File: config.mk
export PLATFORM = sky130hd
export DESIGN_NAME = mem_access_stage
export DESIGN_NICKNAME = d
export VERILOG_FILES = /design/src/rtl/mem_access_stage.sv
export SDC_FILE = /design/constraint.sdc
export NUM_CORES = 1
export LEC_CHECK = 0
export ABC_AREA = 1
export CELL_PAD_IN_SITES_DETAIL_PLACEMENT = 1
export CELL_PAD_IN_SITES_GLOBAL_PLACEMENT = 1
export CORE_AREA = 3 3 327 329
export CTS_BUF_LIST = sky130_fd_sc_hd__clkbuf_8
export DETAILED_ROUTE_END_ITERATION = 8
export DIE_AREA = 0 0 330 332
export GPL_TIMING_DRIVEN = 0
export PLACE_DENSITY_LB_ADDON = 0.05
export SYNTH_ARGS = -nofsm -noshare
export SYNTH_HDL_FRONTEND = slang
export SYNTH_SLANG_ARGS = --single-unit
File: constraint.sdc
create_clock -name clk -period 24.9 [get_ports clk]
set_input_delay 4.98 -clock clk [delete_from_list [all_inputs] [get_ports clk]]
set_output_delay 4.98 -clock clk [all_outputs]
set_load 0.03 [all_outputs]
File: src/rtl/mem_access_stage.sv
// mem_access_stage: memory-cycle stage of the 128-bit vector pipeline.
//
// Non-memory ops pass to the W register in one cycle. Loads and stores latch the
// M-side operands, raise a req/ack access to the data memory and stall execute
// until the memory acknowledges. If the memory never acknowledges, the access is
// abandoned after TIMEOUT wait cycles. The op then completes with zero read data
// and sets the sticky mem_err flag.
//
// Ports:
//   clk, rst            clock, asynchronous active-high reset
//   valid_m .. write_data_m
//                       instruction presented by execute (held while stall_m=1)
//   stall_m             execute must hold its outputs (high in WAIT)
//   mem_req/we/addr/wdata, mem_ack/rdata
//                       variable-latency data-memory handshake
//   valid_w .. read_data_w
//                       W-side pipeline register feeding writeback
//   mem_err             sticky timeout flag
//   stall_cycles        saturating count of stalled cycles
module mem_access_stage #(
    parameter int DATA_W      = 128,
    parameter int ADDR_W      = 32,
    parameter int TIMEOUT     = 64,
    parameter int STALL_CNT_W = 16
) (
    input  logic                   clk,
    input  logic                   rst,
    input  logic                   valid_m,
    input  logic                   mem_read_m,
    input  logic                   mem_write_m,
    input  logic                   reg_write_m,
    input  logic [4:0]             rd_m,
    input  logic [1:0]             result_src_m,
    input  logic [DATA_W-1:0]      alu_result_m,
    input  logic [DATA_W-1:0]      write_data_m,
    output logic                   stall_m,
    output logic                   mem_req,
    output logic                   mem_we,
    output logic [ADDR_W-1:0]      mem_addr,
    output logic [DATA_W-1:0]      mem_wdata,
    input  logic                   mem_ack,
    input  logic [DATA_W-1:0]      mem_rdata,
    output logic                   valid_w,
    output logic                   reg_write_w,
    output logic [4:0]             rd_w,
    output logic [1:0]             result_src_w,
    output logic [DATA_W-1:0]      alu_result_w,
    output logic [DATA_W-1:0]      read_data_w,
    output logic                   mem_err,
    output logic [STALL_CNT_W-1:0] stall_cycles
);

    localparam int CNT_W = $clog2(TIMEOUT + 1);
    localparam logic [CNT_W-1:0] TIMEOUT_LAST = CNT_W'(TIMEOUT - 1);

    typedef enum logic {
        IDLE = 1'b0,
        WAIT = 1'b1
    } state_t;

    state_t             stateR;
    state_t             nextStateS;
    logic [CNT_W-1:0]   timeoutCntR;
    logic               regWriteR;
    logic [4:0]         rdR;
    logic [1:0]         resultSrcR;
    logic [DATA_W-1:0]  aluResultR;
    logic               startMemS;
    logic               startAluS;
    logic               timeoutS;
    logic               completeS;

    // Decode what happens at the coming edge; ack wins over a simultaneous timeout.
    always_comb begin
        startMemS = 1'b0;
        startAluS = 1'b0;
        timeoutS  = 1'b0;
        completeS = 1'b0;
        if (stateR == IDLE) begin
            startMemS = valid_m & (mem_read_m | mem_write_m);
            startAluS = valid_m & ~(mem_read_m | mem_write_m);
        end else begin
            timeoutS  = ~mem_ack & (timeoutCntR == TIMEOUT_LAST);
            completeS = mem_ack | timeoutS;
        end
    end

    // Next-state logic.
    always_comb begin
        nextStateS = stateR;
        case (stateR)
            IDLE:    nextStateS = startMemS ? WAIT : IDLE;
            WAIT:    nextStateS = completeS ? IDLE : WAIT;
            default: nextStateS = IDLE;
        endcase
    end

    // State register.
    always_ff @(posedge clk or posedge rst) begin
        if (rst) begin
            stateR <= IDLE;
        end else begin
            stateR <= nextStateS;
        end
    end

    assign stall_m = (stateR == WAIT);

    // Memory port and latched M-side operands; held stable for the whole access.
    always_ff @(posedge clk or posedge rst) begin
        if (rst) begin
            mem_req    <= 1'b0;
            mem_we     <= 1'b0;
            mem_addr   <= '0;
            mem_wdata  <= '0;
            regWriteR  <= 1'b0;
            rdR        <= 5'd0;
            resultSrcR <= 2'd0;
            aluResultR <= '0;
        end else if (startMemS) begin
            mem_req    <= 1'b1;
            mem_we     <= mem_write_m;  // read+write together is treated as a write
            mem_addr   <= alu_result_m[ADDR_W-1:0];
            mem_wdata  <= write_data_m;
            regWriteR  <= reg_write_m;
            rdR        <= rd_m;
            resultSrcR <= result_src_m;
            aluResultR <= alu_result_m;
        end else if (completeS) begin
            mem_req <= 1'b0;
        end
    end

    // Wait-cycle counter; runs only while an access is outstanding.
    always_ff @(posedge clk or posedge rst) begin
        if (rst) begin
            timeoutCntR <= '0;
        end else if ((stateR == WAIT) && !completeS) begin
            timeoutCntR <= timeoutCntR + CNT_W'(1);
        end else begin
            timeoutCntR <= '0;
        end
    end

    // W pipeline register: bubble unless an op completes at this edge.
    always_ff @(posedge clk or posedge rst) begin
        if (rst) begin
            valid_w      <= 1'b0;
            reg_write_w  <= 1'b0;
            rd_w         <= 5'd0;
            result_src_w <= 2'd0;
            alu_result_w <= '0;
            read_data_w  <= '0;
        end else if (startAluS) begin
            valid_w      <= 1'b1;
            reg_write_w  <= reg_write_m;
            rd_w         <= rd_m;
            result_src_w <= result_src_m;
            alu_result_w <= alu_result_m;
            read_data_w  <= '0;
        end else if (completeS) begin
            valid_w      <= 1'b1;
            reg_write_w  <= regWriteR;
            rd_w         <= rdR;
            result_src_w <= resultSrcR;
            alu_result_w <= aluResultR;
            // Only an acknowledged read returns data; stores and timeouts give zero.
            read_data_w  <= (mem_ack && !mem_we) ? mem_rdata : '0;
        end else begin
            valid_w <= 1'b0;
        end
    end

    // Sticky timeout flag.
    always_ff @(posedge clk or posedge rst) begin
        if (rst) begin
            mem_err <= 1'b0;
        end else if (timeoutS) begin
            mem_err <= 1'b1;
        end else begin
            mem_err <= mem_err;
        end
    end

    // Saturating stall-cycle counter.
    always_ff @(posedge clk or posedge rst) begin
        if (rst) begin
            stall_cycles <= '0;
        end else if (stall_m && (stall_cycles != '1)) begin
            stall_cycles <= stall_cycles + STALL_CNT_W'(1);
        end else begin
            stall_cycles <= stall_cycles;
        end
    end

endmodule

==> results of run 1 <==
[cells in the final DEF, fill, tap and decap left out, types with 13 or more instances in the layout]
| master | n |
|---|---|
| sky130_fd_sc_hd__nand2_1 | 621 |
| sky130_fd_sc_hd__o21ai_1 | 13 |
| sky130_fd_sc_hd__nand3_1 | 404 |
| sky130_fd_sc_hd__inv_1 | 201 |
| sky130_fd_sc_hd__buf_2 | 58 |
| sky130_fd_sc_hd__o21ai_0 | 392 |
| sky130_fd_sc_hd__buf_4 | 49 |
| sky130_fd_sc_hd__dfrtp_1 | 556 |
| sky130_fd_sc_hd__mux2_2 | 128 |
| sky130_fd_sc_hd__clkbuf_8 | 135 |
| sky130_fd_sc_hd__nor2_1 | 30 |
| sky130_fd_sc_hd__clkbuf_1 | 77 |
| sky130_fd_sc_hd__diode_2 | 25 |
| sky130_fd_sc_hd__buf_6 | 27 |
| sky130_fd_sc_hd__clkdlybuf4s50_1 | 842 |
[registers in the layout (all words and copies together), names as in the netlist, 2 cells and up]
register and cells:
resultSrcR 2, mem_wdata 128, result_src_w 2, stall_cycles 16, rd_w 5, aluResultR 97
rdR 5, mem_addr 31, read_data_w 128, timeoutCntR 7, alu_result_w 128
[final timing paths]
path,end,from,slack (ps),depth (start not counted)
setup / recovery,stall_m,stall_m,17700,1
hold / removal,timeoutCntR[6],timeoutCntR[5],470,1
setup reg to reg,mem_addr[22],stall_m,22470,5
hold reg to reg,timeoutCntR[6],timeoutCntR[5],470,1
max in group asynchronous,read_data_w[124],rst,18480,4
min in group asynchronous,mem_wdata[28],rst,4830,2
[cell type report]
type                       instances  area (um^2)
fill                           11900        67300
sequential                       556        13900
timing repair buffer             847         8570
multi-input combinational       1621         8190
clock buffer                     135         1860
tap                             1380         1730
buffer                           222         1300
inverter                         160          608
clock inverter                    55          251
antenna                           25         62.6
[metal layers]
| layer | GRT usage | wire length, um | vias up |
|---|---|---|---|
| li1 | - | - | 10400 |
| met1 | 0.224 | 43300 | 11000 |
| met2 | 0.360 | 58200 | 653 |
| met3 | 0.0715 | 8600 | 180 |
| met4 | 0.0707 | 3500 | 8 |
| met5 | 0 | 49 | - |
[logic make-up after synthesis]
kind of cell / after synthesis / share of synthesized area
and+or+nand+nor: 1078 / 0.193
DFF: 556 / 0.579
AOI/OAI and AO/OA: 410 / 0.0859
buffers and inverters: 382 / 0.0793
muxes: 128 / 0.0600
xor gates and xnor gates: 3 / 0.00109
adders and majority gates: 2 / 0.00104
[worst register-to-register path: cells and delay by family (launching register included)]
family          cells  cell delay (ps)
compound gates      2              500
simple gates        1              170
flops               1              650
buf+inv             2              970
[through the flow]
stage	setup TNS (ps)	setup WS, ps	instance area, um^2
2_1_floorplan	0	4370	24000
3_3_place_gp	-2201270	-4030	34200
3_5_place_dp	0	17370	34300
4_1_cts	0	17550	36400
5_1_grt	0	17550	36500
6_report	0	17700	36500
[report_power, final]
| group | leakage, nW | internal [mW] | total (mW) | switching, mW |
|---|---|---|---|---|
| clock network | 1.23 | 0.484 | 0.912 | 0.428 |
| registers | 7.03 | 1.11 | 1.24 | 0.128 |
| logic | 8.26 | 0.508 | 1.25 | 0.738 |
==> results.md, run 1 <==
Run status:
- The flow ran to the end, and the final reports show no timing, DRC or antenna violations.

STA:
- Setup repair after global routing left no endpoint under its margin.
- The worst slew slack as a fraction of its limit is 0.397.
- The share of the clock period used by the worst path after layout is 0.289.
- The actual slew at the worst max-slew pin is about 900 ps.
- Across the routed clock network, the largest skew measured is about 45 ps.
- The maximum clock frequency is 0.139 GHz.
- The final hold violation count is 0.
- Counting I/O delays and the setup requirement, the final critical path takes between 7000 and 8000 ps.
- The number of pins with negative max-slew slack in the final report came to 0.
- The total setup violations reported at the end of the flow is 0.
- The smallest hold slack is between 400 and 500 ps.

Clock network:
- After clock tree synthesis, the clock-pin slew on the worst setup and hold paths is around 60 ps.
- The clock passes through at most 3 buffers.
- TritonCTS created between 100 and 150 clock buffers.
- The post-CTS resize count is 0.
- The CTS tree is done.
- The clock reaches the later pin of the worst-skew pair after about 760 ps.
- Clock tree synthesis found a total of 556 sinks.
- The number of buffers inserted by post-CTS setup repair is 0.
- The number of H-tree branching levels is 3.
- The tree is rooted in a sky130_fd_sc_hd__clkbuf_8.
- After clock tree synthesis, the flow added hold-fix buffers numbering 0.

Power and ir drop:
- The power after layout is around 3.4 mW.
- The worst ir drop on vdd is between 50 and 60 uV.
- In this run the static leakage power is around 17 nW.
- In this run the power density over the cells is a little over 90 mW/mm^2.

Worst setup path:
- The kind of cell adding the most delay to the critical path is buffers and inverters.
- Walking the worst path, the cells encountered are clkdlybuf4s50_1.
- In this design, the stage delay of the slowest critical-path cell is between 800 and 900 ps.
- Data on the critical path is required at its endpoint by roughly 20000 ps.
- The class of the most critical setup path is flip-flop to primary output.
- The endpoint kind of the worst setup timing path is a primary output.
- Data on the critical path arrives at its endpoint at ~2200 ps.
- The sort of element at the start of the critical path is a flip-flop.
- The slowest library cell on the worst path is sky130_fd_sc_hd__clkdlybuf4s50_1.
- The total buffers and inverters traversed by the critical path is 1.
- The critical-path maximum fanout is 7.

Synthesis:
- The number of different library cells used by synthesis comes to 30.
- Synthesis produced a netlist whose cell count is around 2600.
- The cell with the most instances after synthesis is sky130_fd_sc_hd__nand2_1.
- The commonest cells after synthesis are sky130_fd_sc_hd__nand2_1 (621), sky130_fd_sc_hd__dfrtp_1 (556), sky130_fd_sc_hd__nand3_1 (404).
- Of the post-synthesis cell area, the dominant cell type holds 0.579.
- For this run, the register share of the synthesized area comes to 0.579.
- The number of nets in the synthesized netlist is 2959.
- The synthesized netlist occupies a cell area of between 0.02 and 0.025 mm^2.
- The library cell with the largest summed area after synthesis is sky130_fd_sc_hd__dfrtp_1.
- The predominant post-synthesis flop cell is sky130_fd_sc_hd__dfrtp_1.
- During synthesis, Yosys emitted a total of 0 warnings.
- The async set-reset flop share out of synthesis is 1.00.
- The number of register bits inferred by synthesis is approximately 560.
- The post-synthesis area per instance is between 9 and 10 um^2.
- Counting flops with a built-in enable in the synthesized netlist gives 0.
- Yosys attributes the largest share of cell area to sky130_fd_sc_hd__dfrtp_1 (58%), sky130_fd_sc_hd__nand2_1 (9.7%), sky130_fd_sc_hd__nand3_1 (8.4%).

GRT:
- The pin count of the biggest net entering global routing is roughly 110.
- The global-route wire length before repair is between 150 and 200 mm.
- The initial antenna violation count is 35.
- The number of global-route vias before repair is ~25000.
- Summed over all layers, the global routing overflow is 0.
- For this run, the total global-route usage over all layers was measured as 0.203.

Drt:
- The violation count after the first detailed-routing iteration is roughly 900.
- The first-pass iteration count of the detailed router is 5.
- The total wire length is 114 mm.
- In the final routed layout, each cell accounts on average for between 20 and 25 um.
- The count of nets left with antenna violations after detail routing is 0.
- The number of vias after detailed routing is 22200.
- For this run, design rule violations remaining after detail routing come to 0.
- The ratio of routed vias to standard cells is 4.45.

Floorplanning:
- The floorplan step defined a die boundary enclosing 0.110 mm^2.
- The total area inside the core boundary comes to a little over 0.1 mm^2.
- The number of top-level design ports is between 800 and 900.
- From left edge to right edge, the die measures around 330 um.
- The die is 332 um tall.
- For this configuration, the core starts out at a cell density of 0.231.
- The standard-cell row count is about 120.

Layout:
- The net count of the finished layout is between 3000 and 4000.
- The synthesis-to-layout area growth is 51.9%.
- The proportion of layout cells with a drive suffix above 1 is 0.118.
- The number of non-filler instances in the completed layout is around 5000.
- For this run, the share of the core covered by cells in the final layout is 0.351.

Job:
- Max-cap violations in this run came to 0.

Placed design:
- The placed instance count is roughly 4800.
- In this run the tool buffered the top-level ports with around 840 buffer cells.
- Routability-driven placement finished with a final weighted congestion of about 0.80.
- The total half-perimeter wirelength after legalization and detailed placement is around 87 mm.

Worst hold path:
- The class of the worst hold path is flip-flop to flip-flop.
(Power assumes the default switching activity.)
==> inputs of run 2 (changes only) <==
clock period = 5.9 ns   (was 24.9 ns; I/O delays follow)
==> run 2 against run 1 <==
Against the previous run: wire length rose by 1.3%; hold slack got worse by 11 ps; global-route usage rose by 0.31 points; first-iteration DRC count rose by 1.9%; clock skew fell by 17 ps; final cell count rose by 0.40%; via count rose by 0.70%; sequential share of layout area fell by 0.36 points; count of clock-buffer cells in the layout rose by 9; die area did not move; utilization rose by 0.34 points.
==> results.md, run 2 (synthesis results as in run 1) <==
Run status:
- The run finished with clean final reports.

Worst hold path:
- In this run the worst hold path is classified as flip-flop to flip-flop.

GRT:
- The initial antenna violation count came to 40.
- The total congestion overflow after global routing is 0.
- For this run, the total global-route usage over all layers was measured as 0.206.
- The number of global-route vias before repair was 25200.
- Entering global routing, the biggest net connects between 40 and 50 pins.
- The global-route wire length before repair is approximately 170 mm.

STA:
- The final sum of negative setup slack is 0 ps.
- The total setup violations reported at the end of the flow is 0.
- The worst slew slack as a fraction of its limit is 0.345.
- Setup repair after global routing left no endpoint under its margin.
- The number of pins with negative max-slew slack in the final report is 0.
- Dividing the final minimum period by the clock period gives 0.573.
- Clock skew on the completed layout was measured at around 28 ps.
- The smallest hold slack is roughly 460 ps.
- The final hold violation count was 0.
- The maximum clock frequency is between 0.2 and 0.3 GHz.
- At the pin with the least slew margin, the transition time is approximately 1000 ps.
- The clock period could shrink to roughly 3400 ps.

Power and ir drop:
- The power density normalized to cell area is approximately 400 mW/mm^2.
- The power after layout is about 15 mW.
- IR analysis of the VDD net gives a maximum drop of about 170 uV.
- The static leakage is about 17 nW.

Floorplanning:
- The floorplan step defined a core boundary enclosing between 0.1 and 0.15 mm^2.
- The number of top-level design ports is 843.
- The die is 332 um tall.
- The die covers 0.110 mm^2.
- After floorplanning, the core was divided into roughly 120 placement rows.
- The initial utilization of the core area, before any placement, comes to 0.231.
- The overall die width is about 330 um.

Clock network:
- The clock reaches the later pin of the worst-skew pair after between 700 and 800 ps.
- The maximum number of buffers from clock root to sink is 3.
- CTS saw 556 sinks.
- TritonCTS built the clock tree.
- The number of H-tree branching levels is 3.
- The number of buffers inserted by post-CTS setup repair is 0.
- The number of buffers inserted for hold repair after clock tree synthesis is 0.
- After clock tree synthesis, the repair step resized 0 gates.
- The clock transition time at the flip-flop clock pins of the worst setup and hold paths is 50 ps.
- The tree is rooted in a sky130_fd_sc_hd__clkbuf_8.
- The TritonCTS buffer count is around 110.

Drt:
- In the final routed layout, each cell accounts on average for between 20 and 25 um.
- The count of nets left with antenna violations after detail routing is 0.
- Across all layers, the routed design uses about 22000 vias.
- The first-pass iteration count of the detailed router is 5.
- The ratio of routed vias to standard cells is about 4.5.
- The violation count after the first detailed-routing iteration is slightly above 900.
- The total wire length is about 120 mm.
- The residual DRC count is 0.

Layout:
- The synthesis-to-layout area growth is 53.4%.
- After filler insertion, the fill cell instance count of the layout stands at approximately 12000.
- The most common cell after layout, fill and taps aside is sky130_fd_sc_hd__clkdlybuf4s50_1.
- The proportion of layout cells with a drive suffix above 1 is 0.125.
- For this run, the share of the core covered by cells in the final layout is 0.355.
- The final design area excluding fillers is 0.0368 mm^2.
- The top cell types in the final layout, fill and taps aside, are sky130_fd_sc_hd__clkdlybuf4s50_1 (842), sky130_fd_sc_hd__nand2_1 (621), sky130_fd_sc_hd__dfrtp_1 (556).
- In the final layout, the registers with the most flip-flops are alu_result_w x128, mem_wdata x128, read_data_w x128.
- The final layout net count is 3932.
- The area taken by multi-input logic gates is about 0.0082 mm^2.
- The area occupied by registers is roughly 0.014 mm^2.

Worst setup path:
- The worst setup path is captured at a primary output.
- The biggest cell delay along the critical path is roughly 810 ps.
- The critical path in this run is classified as flip-flop to primary output.
- The total buffers and inverters traversed by the critical path is 1.
- Among cell families on the critical path, the largest total delay comes from buffers and inverters.
- The critical-path maximum fanout is 7.
- The critical path goes through clkdlybuf4s50_1.
- The data arrival at the endpoint of the critical path is 2200 ps.
- STA classifies the critical path startpoint as a flip-flop.
- For the worst setup path, the data required time is approximately 4700 ps.
- The largest individual stage delay along the critical path comes from the cell sky130_fd_sc_hd__clkdlybuf4s50_1.

Placed design:
- The placement-stage cell area is about 0.035 mm^2.
- Once detailed placement completed, the half-perimeter wirelength came to between 80 and 90 mm.
- The placer's final routability congestion estimate is roughly 0.83.
- The number of port buffers is approximately 840.

Job:
- The count of max-cap constraint violations is 0.
[run 2: cell types whose count changed in the layout (fill, tap and decap cells not counted), sizes merged]
cell	before	now
clkbuf	212	221
diode	25	22
bufinv	0	1
buf	150	162
clkinv	7	10
inv	204	202
[run 2: worst paths after layout]
| kind | startpoint | end | slack (ps) | cells after the start |
|---|---|---|---|---|
| max in group asynchronous | rst | alu_result_w[83] | 3400 | 7 |
| min in group asynchronous | rst | mem_wdata[86] | 870 | 2 |
| worst max register to register | stall_m | aluResultR[31] | 3450 | 5 |
| worst max-delay path | stall_m | stall_m | 2520 | 1 |
| worst min register to register | timeoutCntR[0] | timeoutCntR[0] | 460 | 1 |
| worst min-delay path | timeoutCntR[0] | timeoutCntR[0] | 460 | 1 |
[run 2: cell type report]
cell class | instances | area share
sequential | 556 | 0.378
timing repair buffer | 859 | 0.238
multi-input combinational | 1621 | 0.222
clock buffer | 144 | 0.0538
tap | 1380 | 0.0469
buffer | 222 | 0.0354
inverter | 160 | 0.0164
clock inverter | 57 | 0.00771
antenna | 22 | 0.00149
[run 2: per-stage QoR]
stage | setup WS [ps] | cells
final | 2520 | 5021
after global routing | 2360 | 5017
after CTS | 2380 | 4999
after detailed placement | 2160 | 4798
after global placement | -7440 | 4781
after floorplan | -2850 | 2559
[run 2: report_power, final]
group | internal [mW] | switching (mW) | total, mW
combinational | 2.16 | 3.14 | 5.30
sequential | 4.68 | 0.553 | 5.24
clock | 2.22 | 1.82 | 4.04
total | 9.06 | 5.52 | 14.6
[run 2: per-layer routing]
layer  GRT usage  share of wire
met1       0.223           0.37
met3      0.0742          0.078
met4      0.0726          0.033
met5           0        0.00079
met2       0.369           0.52
==> inputs of run 3 (changes only) <==
clock period = 3.12 ns   (was 5.9 ns; I/O delays follow)
==> results of run 3 <==
The final DEF is identical to that of run 2. Status: finished clean.
Among the figures that moved: setup slack after placement 2160 ps -> -60.7 ps; clock-pin slew on the worst setup and hold paths 50 ps -> 60 ps; setup slack after layout 2520 ps -> 297 ps; hold slack 460 ps -> 312 ps; register-to-register setup slack 3450 ps -> 670 ps; total power 14.6 mW -> 27.6 mW; worst IR drop on VDD 173 uV -> 328 uV
